===== src/rtl/tcas_pkg.sv =====
// Shared TCAS encodings, advisory classes, annunciator states and aural message codes.
package tcas_pkg;
  localparam logic [2:0] TRF_RESET    = 3'b000;
  localparam logic [2:0] TRF_NONE     = 3'b001;
  localparam logic [2:0] TRF_ADVISORY = 3'b010;

  localparam logic [2:0] RES_RESET    = 3'b000;
  localparam logic [2:0] RES_NONE     = 3'b001;
  localparam logic [2:0] RES_DESCEND  = 3'b010;
  localparam logic [2:0] RES_CLIMB    = 3'b011;

  typedef enum logic [2:0] {
    CLS_INOP, CLS_CLEAR, CLS_TA, CLS_RA_UP, CLS_RA_DN
  } cls_e;

  typedef enum logic [2:0] {
    ST_INOP, ST_CLEAR, ST_TA, ST_RA_UP, ST_RA_DN, ST_COC
  } state_e;

  typedef enum logic [2:0] {
    MSG_NONE        = 3'd0,
    MSG_TRAFFIC     = 3'd1,
    MSG_CLIMB       = 3'd2,
    MSG_DESCEND     = 3'd3,
    MSG_CLIMB_NOW   = 3'd4,
    MSG_DESCEND_NOW = 3'd5,
    MSG_CLEAR       = 3'd6
  } msg_e;

  typedef struct packed {
    logic vld;
    msg_e msg;
  } voice_slot_t;

  // Unlisted traffic/resolution codes fall through to CLEAR.
  function automatic cls_e derive_cls(input logic [2:0] trf, input logic [2:0] res);
    if (trf == TRF_RESET || res == RES_RESET) return CLS_INOP;
    if (res == RES_CLIMB)                     return CLS_RA_UP;
    if (res == RES_DESCEND)                   return CLS_RA_DN;
    if (trf == TRF_ADVISORY)                  return CLS_TA;
    return CLS_CLEAR;
  endfunction
endpackage


===== src/rtl/tcas_persist_filter.sv =====
// Accepts an advisory class once it has been sampled on PERSIST consecutive edges.
module tcas_persist_filter
  import tcas_pkg::*;
#(
  parameter int PERSIST = 4,
  parameter int CNT_W   = 8
) (
  input  logic       clk,
  input  logic       rst,
  input  logic [2:0] i_cls,
  output logic [2:0] o_acc,
  output logic       o_evt
);
  localparam logic [CNT_W-1:0] CNT_MAX = '1;
  localparam logic [CNT_W-1:0] P_LAST  = CNT_W'(PERSIST);

  logic [2:0]       r_cand, r_acc;
  logic [CNT_W-1:0] r_cnt, w_cnt_nxt;
  logic             w_hit;

  // The edge that samples a new class counts as its first.
  always_comb begin
    w_cnt_nxt = r_cnt;
    if (i_cls != r_cand)     w_cnt_nxt = CNT_W'(1);
    else if (r_cnt != CNT_MAX) w_cnt_nxt = r_cnt + CNT_W'(1);
    w_hit = (w_cnt_nxt == P_LAST) && (i_cls != r_acc);
  end

  always_ff @(posedge clk) begin
    if (rst) begin
      r_cand <= CLS_INOP;
      r_cnt  <= '0;
      r_acc  <= CLS_INOP;
    end else begin
      r_cand <= i_cls;
      r_cnt  <= w_cnt_nxt;
      if (w_hit) r_acc <= i_cls;
    end
  end

  assign o_acc = r_acc;
  assign o_evt = w_hit;
endmodule


===== src/rtl/tcas_annunciator.sv =====
// TCAS cockpit annunciator: persistence-filtered advisory FSM, lamps and aural sequencing.
// Build option: AURAL_REPEAT_EN re-requests the RA aural every REPEAT_CYC cycles in an RA state.
module tcas_annunciator
  import tcas_pkg::*;
#(
  parameter int PERSIST    = 4,
  parameter int COC_HOLD   = 16,
  parameter int REPEAT_CYC = 64,
  parameter int CNT_W      = 8
) (
  input  logic       clk,
  input  logic       rst,
  input  logic [2:0] tcas_traffic,
  input  logic [2:0] tcas_resolution,
  input  logic       voice_ack,
  output logic       voice_req,
  output logic [2:0] voice_msg,
  output logic       msg_overrun,
  output logic       inop_lamp,
  output logic       amber_lamp,
  output logic       red_lamp,
  output logic       arrow_up,
  output logic       arrow_down
);
  localparam logic [CNT_W-1:0] CNT_MAX   = '1;
  localparam logic [CNT_W-1:0] HOLD_LAST = CNT_W'(COC_HOLD - 1);

  if (PERSIST < 1 || PERSIST > (2**CNT_W - 1) || COC_HOLD < 1 || REPEAT_CYC < 1) begin : g_bad_cfg
    $error("tcas_annunciator: parameter out of range");
  end

  logic [2:0]       w_cls, w_acc;
  logic             w_evt;
  state_e           r_state, w_nxt;
  logic [CNT_W-1:0] r_hold;
  logic             w_msg_vld, w_inop_entry, w_rep_fire, w_done;
  msg_e             w_msg;
  logic             r_req, r_ovr;
  msg_e             r_msg;
  voice_slot_t      r_pend;
  logic [4:0]       r_lamps;

  assign w_cls = derive_cls(tcas_traffic, tcas_resolution);

  tcas_persist_filter #(.PERSIST(PERSIST), .CNT_W(CNT_W)) u_filt (
    .clk   (clk),
    .rst   (rst),
    .i_cls (w_cls),
    .o_acc (w_acc),
    .o_evt (w_evt)
  );

  always_comb begin
    w_nxt        = r_state;
    w_msg_vld    = 1'b0;
    w_msg        = MSG_NONE;
    w_inop_entry = 1'b0;
    if (w_evt) begin
      case (w_cls)
        CLS_INOP: begin
          w_nxt        = ST_INOP;
          w_inop_entry = 1'b1;
        end
        CLS_RA_UP: begin
          w_nxt     = ST_RA_UP;
          w_msg_vld = 1'b1;
          w_msg     = (r_state == ST_RA_DN) ? MSG_CLIMB_NOW : MSG_CLIMB;
        end
        CLS_RA_DN: begin
          w_nxt     = ST_RA_DN;
          w_msg_vld = 1'b1;
          w_msg     = (r_state == ST_RA_UP) ? MSG_DESCEND_NOW : MSG_DESCEND;
        end
        default: begin
          case (r_state)
            ST_RA_UP, ST_RA_DN: begin
              w_nxt     = ST_COC;
              w_msg_vld = 1'b1;
              w_msg     = MSG_CLEAR;
            end
            // TA/CLEAR inside COC only retargets where the hold expiry lands.
            ST_COC: if (r_hold == HOLD_LAST)
              w_nxt = (w_cls == CLS_TA) ? ST_TA : ST_CLEAR;
            default: begin
              if (w_cls == CLS_TA) begin
                w_nxt     = ST_TA;
                w_msg_vld = (r_state != ST_TA);
                w_msg     = MSG_TRAFFIC;
              end else begin
                w_nxt = ST_CLEAR;
              end
            end
          endcase
        end
      endcase
    end else if (r_state == ST_COC && r_hold == HOLD_LAST) begin
      w_nxt = (w_acc == CLS_TA) ? ST_TA : ST_CLEAR;
    end else if (w_rep_fire) begin
      w_msg_vld = 1'b1;
      w_msg     = (r_state == ST_RA_UP) ? MSG_CLIMB : MSG_DESCEND;
    end
  end

  always_ff @(posedge clk) begin
    if (rst) begin
      r_state <= ST_INOP;
      r_hold  <= '0;
      r_lamps <= 5'b10000;
    end else begin
      r_state <= w_nxt;
      if (w_nxt == ST_COC && r_state != ST_COC) r_hold <= '0;
      else if (r_state == ST_COC && r_hold != CNT_MAX) r_hold <= r_hold + CNT_W'(1);
      r_lamps <= {w_nxt == ST_INOP, w_nxt == ST_TA,
                  w_nxt == ST_RA_UP || w_nxt == ST_RA_DN,
                  w_nxt == ST_RA_UP, w_nxt == ST_RA_DN};
    end
  end

`ifdef AURAL_REPEAT_EN
  localparam logic [CNT_W-1:0] REP_LAST = CNT_W'(REPEAT_CYC - 1);
  logic [CNT_W-1:0] r_rep;

  assign w_rep_fire = (r_state == ST_RA_UP || r_state == ST_RA_DN) && r_rep == REP_LAST;

  always_ff @(posedge clk) begin
    if (rst)                               r_rep <= '0;
    else if (w_nxt != r_state || w_rep_fire) r_rep <= '0;
    else if (r_rep != CNT_MAX)             r_rep <= r_rep + CNT_W'(1);
  end
`else
  assign w_rep_fire = 1'b0;
`endif

  assign w_done = r_req & voice_ack;

  // A message emitted on a completing edge goes straight out; the pending entry waits.
  always_ff @(posedge clk) begin
    if (rst) begin
      r_req  <= 1'b0;
      r_msg  <= MSG_NONE;
      r_pend <= '0;
      r_ovr  <= 1'b0;
    end else begin
      r_ovr <= 1'b0;
      if (w_inop_entry) r_pend.vld <= 1'b0;
      if (w_msg_vld) begin
        if (!r_req || w_done) begin
          r_req <= 1'b1;
          r_msg <= w_msg;
        end else begin
          r_pend <= '{vld: 1'b1, msg: w_msg};
          r_ovr  <= r_pend.vld;
        end
      end else if (w_done) begin
        if (r_pend.vld && !w_inop_entry) begin
          r_msg      <= r_pend.msg;
          r_pend.vld <= 1'b0;
        end else begin
          r_req <= 1'b0;
          r_msg <= MSG_NONE;
        end
      end
    end
  end

  assign voice_req   = r_req;
  assign voice_msg   = r_msg;
  assign msg_overrun = r_ovr;
  assign {inop_lamp, amber_lamp, red_lamp, arrow_up, arrow_down} = r_lamps;
endmodule


===== config.mk =====
export PLATFORM = sky130hd
export DESIGN_NAME = tcas_annunciator
export DESIGN_NICKNAME = d
export VERILOG_FILES = /design/src/rtl/tcas_pkg.sv /design/src/rtl/tcas_persist_filter.sv /design/src/rtl/tcas_annunciator.sv
export SDC_FILE = /design/constraint.sdc
export NUM_CORES = 1
export LEC_CHECK = 0
export CORE_ASPECT_RATIO = 1.25
export CORE_MARGIN = 3
export CORE_UTILIZATION = 40
export CTS_BUF_LIST = sky130_fd_sc_hd__clkbuf_8
export CTS_CLUSTER_SIZE = 12
export DETAILED_ROUTE_END_ITERATION = 8
export DONT_BUFFER_PORTS = 1
export SLEW_MARGIN = 20
export SYNTH_ARGS = -nofsm -noshare
export SYNTH_HDL_FRONTEND = slang
export SYNTH_SLANG_ARGS = --single-unit

===== constraint.sdc =====
create_clock -name clk -period 2.4 [get_ports clk]
set_input_delay 0.48 -clock clk [delete_from_list [all_inputs] [get_ports clk]]
set_output_delay 0.48 -clock clk [all_outputs]
set_load 0.01 [all_outputs]

---- Word-level counts from Yosys, hierarchy flattened ----
Index checks and enable logic that the tools add are counted.
word-level totals
  bits in writable memories ............... 0
  latch bits .............................. 0
  bits of input ports ..................... 9
  output and inout port bits .............. 10
  register bits ........................... 39
  logic and storage cells ................. 114
  memories ................................ 0
  ROM bits ................................ 0
operators by class
  mux-type cells .......................... 52
  bitwise operators ....................... 3
  equal/unequal tests ..................... 24
  shift-type cells ........................ 0
  multipliers ............................. 0
  $lt $le $gt $ge ......................... 0
  add/subtract/negate cells ............... 2
  div/mod/pow operators ................... 0
  reduce and logical (&&, ||, !) cells .... 22
operators by type and width
  operator                                                                  number
  3-bit two-way mux                                                         18
  3-bit by 2-bit equality test with 1-bit output (second input constant)    9
  1-bit two-way mux                                                         23
  3-bit case mux with 3 select lines                                        2
  8-bit by 1-bit adder with 8-bit output (second input constant)            2
  8-bit two-way mux                                                         2
  8-bit inequality test (second input constant)                             2
  3-bit equality test (second input constant)                               5
  3-bit zero test                                                           4
  3-bit case mux with 2 select lines                                        2
  8-bit by 3-bit equality test with 1-bit output (second input constant)    1
  8-bit by 4-bit equality test with 1-bit output (second input constant)    1
  3-bit inequality test                                                     2
  2-bit OR reduction                                                        3
  1-bit logical AND                                                         5
  2-bit two-way mux                                                         2
  4-bit two-way mux                                                         1
  1-bit case mux with 2 select lines                                        2
  2-bit AND reduction                                                       2
  1-bit logical OR                                                          3
  3-bit by 2-bit inequality test with 1-bit output (second input constant)  1
  3-bit inequality test (second input constant)                             1
  3-bit AND reduction                                                       1
  3-bit OR reduction                                                        1
  6 further kinds                                                           8

---- Logic depth before layout (Yosys ltp) ----
  word-level depth ........................ 23
  mapped depth ............................ 9
  mapped depth without buffers ............ 8

---- Cells and area by module ----
From an unflattened synthesis, not the netlist that was laid out.
second synthesis, totals
  cell total of the unflattened synthesis .. 263
  area total of the unflattened synthesis .. 2,218.4 um^2
by module, submodules not included
  module               cells an instance  area an instance (um^2)  times used
  tcas_annunciator     179                1,453.9                  1
  tcas_persist_filter  84                 764.5                    1

---- Worst setup path after synthesis ----
OpenSTA, ideal clock, no wires.
  path type ............................... reg2reg
  start point ............................. register u_filt.r_cnt[0]
  end point ............................... register r_msg[0], in the netlist voice_msg[0]
  data arrival time ....................... 2,500 ps
  setup time .............................. 132 ps
  data required time ...................... 2,268 ps
  path slack .............................. -233 ps
  path buffers ............................ 1
  cell stages (with the launch flop) ...... 10
  cell sequence ........................... dfxtp_1 > ha_1 > and3_1 > or3_1 > a221oi_1 > o2111ai_2 > buf_2 > o31a_1 > a211oi_1 > a211oi_1
between the ends
  cells in the longest elaborated chain, start to end .. 11
RTL lines
  item                                                                             RTL line                   text
  start, declared                                                                  tcas_persist_filter.sv:18  logic [CNT_W-1:0] r_cnt, w_cnt_nxt;
  start signal, assigned                                                           tcas_persist_filter.sv:36  r_cnt <= w_cnt_nxt;
  8-bit by 1-bit adder with 8-bit output or 8-bit inequality test (tied branches)  tcas_persist_filter.sv:25  else if (r_cnt != CNT_MAX) w_cnt_nxt = r_cnt + CNT_W'(1);
  8-bit two-way mux (*)                                                            tcas_persist_filter.sv:25
  8-bit two-way mux (*)                                                            tcas_persist_filter.sv:24  if (i_cls != r_cand) w_cnt_nxt = CNT_W'(1);
  8-bit by 3-bit equality test with 1-bit output (*)                               tcas_persist_filter.sv:26  w_hit = (w_cnt_nxt == P_LAST) && (i_cls != r_acc);
  1-bit logical AND (*)                                                            tcas_persist_filter.sv:26
  1-bit two-way mux                                                                tcas_annunciator.sv:58     if (w_evt) begin
  1-bit zero test                                                                  tcas_annunciator.sv:155    if (r_pend.vld && !w_inop_entry) begin
  1-bit logical AND                                                                tcas_annunciator.sv:155
  3-bit two-way mux                                                                tcas_annunciator.sv:155
  3-bit two-way mux                                                                tcas_annunciator.sv:154    end else if (w_done) begin
  3-bit two-way mux                                                                tcas_annunciator.sv:146    if (w_msg_vld) begin
  end signal, assigned                                                             tcas_annunciator.sv:149    r_msg <= w_msg;
  end signal, assigned                                                             tcas_annunciator.sv:156    r_msg <= r_pend.msg;
  end, declared                                                                    tcas_annunciator.sv:39     msg_e r_msg;
Every way passes the cells marked *; elsewhere a longest branch is shown, timed or not. The select of a mux whose other input is x is not followed.
A chain may end at the register's enable or synchronous reset.

---- Worst setup path after layout ----
  start point ............................. register u_filt.r_cnt[0]
  end point ............................... register r_hold[6]
between the ends
  cells in the longest elaborated chain, start to end .. 9
RTL lines
  item                                                                             RTL line                   text
  8-bit by 1-bit adder with 8-bit output or 8-bit inequality test (tied branches)  tcas_persist_filter.sv:25
  8-bit two-way mux (*)                                                            tcas_persist_filter.sv:25
  8-bit two-way mux (*)                                                            tcas_persist_filter.sv:24
  8-bit by 3-bit equality test with 1-bit output (*)                               tcas_persist_filter.sv:26
  1-bit logical AND (*)                                                            tcas_persist_filter.sv:26
  3-bit two-way mux (*)                                                            tcas_annunciator.sv:58
  3-bit equality test (*)                                                          tcas_annunciator.sv:111    if (w_nxt == ST_COC && r_state != ST_COC) r_hold <= '0;
  1-bit logical AND (*)                                                            tcas_annunciator.sv:111
  2-bit OR reduction (no line) (*)                                                 -
  end signal, assigned                                                             tcas_annunciator.sv:112    else if (r_state == ST_COC && r_hold != CNT_MAX) r_hold <= r_hold + CNT_W'(1);
  end, declared                                                                    tcas_annunciator.sv:35     logic [CNT_W-1:0] r_hold;
Every way passes the cells marked *; elsewhere a longest branch is shown, timed or not.

==> metrics.md <==
| Metric | Value |
|---|---|
| Post-synth top area cell | dfxtp_1 |
| CP Class | flip-flop to flip-flop |
| Average size of a mapped cell | 8.29 sq um |
| First-pass GRT wire length | 11.1 mm |
| RSZ-0062 raised after global routing | yes |
| Final WS setup | -0.141 ns |
| Synthesized flop and latch total | 39 |
| All-Layer GR Usage | 20.4% |
| DR iter-0 viols | 70 |
| Tot Pwr | 1390 uW |
| Area Growth Syn to Fin | 38.8% |
| Vias | 2395 |
| CTS Root Cell | clkbuf_8 |
| WP data required | 2.61 ns |
| Die area | 0.00685 sq mm |
| Final Instance Area | 0.00327 sq mm |
| HPWL after DPL | 4.96 mm |
| Cell count after synthesis | 284 |
| Hold WC Path Type | primary input to flip-flop |
| DRC viols | 0 |
| Number of synthesized flops with an enable pin | 0 |
| Routed len/inst | 16.9 um |
| Antenna violations before repair | 0 |
| Final setup viols | 18 |
| Worst Setup Start Kind | flip-flop |
| Yosys cell types | 66 |
| Peak supply drop | 0.399 mV |
| Commonest non-fill, non-tap cell in the layout | buf_4 |
| Hold_buf cts | 0 |
| Final net count | 355 |
| Max Fclk | 394 MHz |
| Worst clock skew | 0.00955 ns |
| Async SR Flop Fraction | 0% |
| Top FF cell, synth | dfxtp_1 |
| Via count of the first global-routing pass | 2351 |
| Remaining Overflow, GRT | 0 |
| Fin util | 58.8% |
| CTS Buf Count | 5 |
| Violated checks | negative setup slack |
| YS warnings | 0 |
| PortBufs | 0 |
| Rows | 30 |
| Clock Sinks | 39 |
| Total Routed Length | 6.89 mm |
| Syn Nets | 295 |
| IO Count | 19 |
| Arrival time at the worst endpoint | 2.75 ns |
| Synth top area share | 33.2% |
| Post-Syn Area | 0.00235 sq mm |
| Max Slew Vio Count | 0 |
| Tmin final | 2.54 ns |
| H-tree depth | 2 |
| Sequential share of the synthesized area | 33.2% |
| CTS tree | done |
| Hold Violations, Final | 0 |
| Setup_tns | -1.37 ns |
| Most frequent cells in the layout | buf_4 (61), dfxtp_1 (37), nor2_1 (24) |
| Layout cells sized above 1 | 36.9% |
| Die H | 91.8 um |
| Worst path max stage delay | 0.34 ns |
| Worst setup EP type | flip-flop |
| Cell chain of the critical path | ha_4 -> and3_4 -> or3_1 -> a221oi_2 -> o2111ai_2 -> buf_4 -> buf_4 -> o211ai_1 -> a221oi_4 -> buf_6 -> nor3_1 |
| Worst-path clk slew | 0.08 ns |
| Slew HR | 63.7% |
| Largest net degree at the start of global routing | 30 |
| Die Wd | 74.6 um |
| Static Leak | 0.00123 uW |
| GPL Wtd Cong | 0.863 |
| Vias/cell | 5.87 |
| Max clock buf depth | 2 |
| Final hold slack | 0.247 ns |
| Max Cap Viol | 0 |
| Core ar. | 0.00556 sq mm |
| Outcome | finished, violations left |
| Slew at the pin closest to its max-slew limit | 0.543 ns |
| Dpl cell area | 0.00291 sq mm |
| Worst path slowest cell | dfxtp_2 |
| Antenna viol nets, final | 0 |
| Starting density of the core | 42.4% |
| Synth area leaders | dfxtp_1 (33%), nor3_1 (4.9%), nor2_1 (4.6%) |
| Final period util | 106% |
| CP dominant cell by count | buf_4 |
| # diodes | 0 |
| Worst-Skew Late Latency | 0.29 ns |
| Initial DRT Pass Iterations | 4 |
| Crit-path max FO | 8 |
| Cell Pwr Density | 427 mW/mm^2 |
==> worst max-delay path, delay by kind of cell (launching register included) <==
| kind | cells | cell delay [ns] |
|---|---|---|
| adder cells (fa/ha/maj) | 1 | 0.16 |
| AND/OR/NAND/NOR | 3 | 0.66 |
| buffers and inverters | 3 | 0.47 |
| flip-flops | 1 | 0.34 |
| AO/OA/AOI/OAI | 4 | 0.84 |
==> path summary, 6_finish.rpt <==
check	depth (start not counted)	slack, ns	end	start
setup / recovery	11	-0.14	r_hold[6]	u_filt.r_cnt[0]
hold reg to reg	2	0.49	u_filt.o_acc[0]	u_filt.o_acc[0]
setup reg to reg	11	-0.14	r_hold[6]	u_filt.r_cnt[0]
hold / removal	1	0.25	u_filt.r_cnt[0]	rst
==> area by class of cell <==
type                       count  area (sq um)
inverter                       7          26.3
clock inverter                 2          33.8
tap                           64          80.1
fill                         495          2290
sequential                    39           783
timing repair buffer          67           526
clock buffer                   5          68.8
multi-input combinational    224          1750
==> Yosys cell counts, drive strengths merged, types with 5 or more instances <==
cell type / instances
buf: 7
inv: 7
o21ai: 9
and3: 6
nor2: 29
xor2: 5
nor3: 25
nand2b: 6
clkbuf: 7
a21oi: 17
nand4: 7
or3: 6
nor2b: 8
nand3: 10
and2: 6
dfxtp: 39
nand2: 11
==> sequential cells by signal, summed over array words and instances, names as in the netlist <==
name,cells
r_pend,4
voice_req,1
u_filt.o_acc,3
voice_msg,3
r_hold,8
u_filt.r_cnt,8
r_lamps,5
u_filt.r_cand,3
r_state,3
msg_overrun,1
==> report_power, final <==
part	total [uW]	switching (uW)	internal, uW
Clock	529	228	301
Sequential	658	5.20	653
Combinational	208	110	97.8
==> cells by family (layout without fill, tap and decap cells) <==
group                    count (synthesis)  in the layout  share of synthesized area, %
AND/OR/NAND/NOR                        135            135                          33.1
adder cells (fa/ha/maj)                  2              2                          1.06
multiplexers                             5              5                          2.18
AO/OA/AOI/OAI                           73             73                          23.2
flip-flops                              39             39                          33.2
XOR/XNOR                                 9              9                          3.35
buffers and inverters                   21             81                          3.99
==> what timing repair did <==
action | CTS | global route
pin swaps | 9 | 9
setup endpoints to repair | 23 | 27
gates resized for setup | 17 | 29
setup buffers | 3 | 3
endpoints found under the hold margin | 0 | 0
==> routing by layer <==
layer	vias to the layer above	wire length (um)	GRT usage, %
met5	-	0	0
met3	15	242	3.51
met2	49	3700	35.3
li1	1183	-	-
met4	0	183	8.16
met1	1148	2760	24.4
==> per-stage QoR <==
step,cells,worst slack (ns)
2_1_floorplan,284,-0.0931
3_3_place_gp,395,-0.184
3_5_place_dp,395,-0.204
4_1_cts,405,-0.0938
5_1_grt,408,-0.230
6_report,408,-0.141
Note: power is estimated with default switching activity, not from simulation.
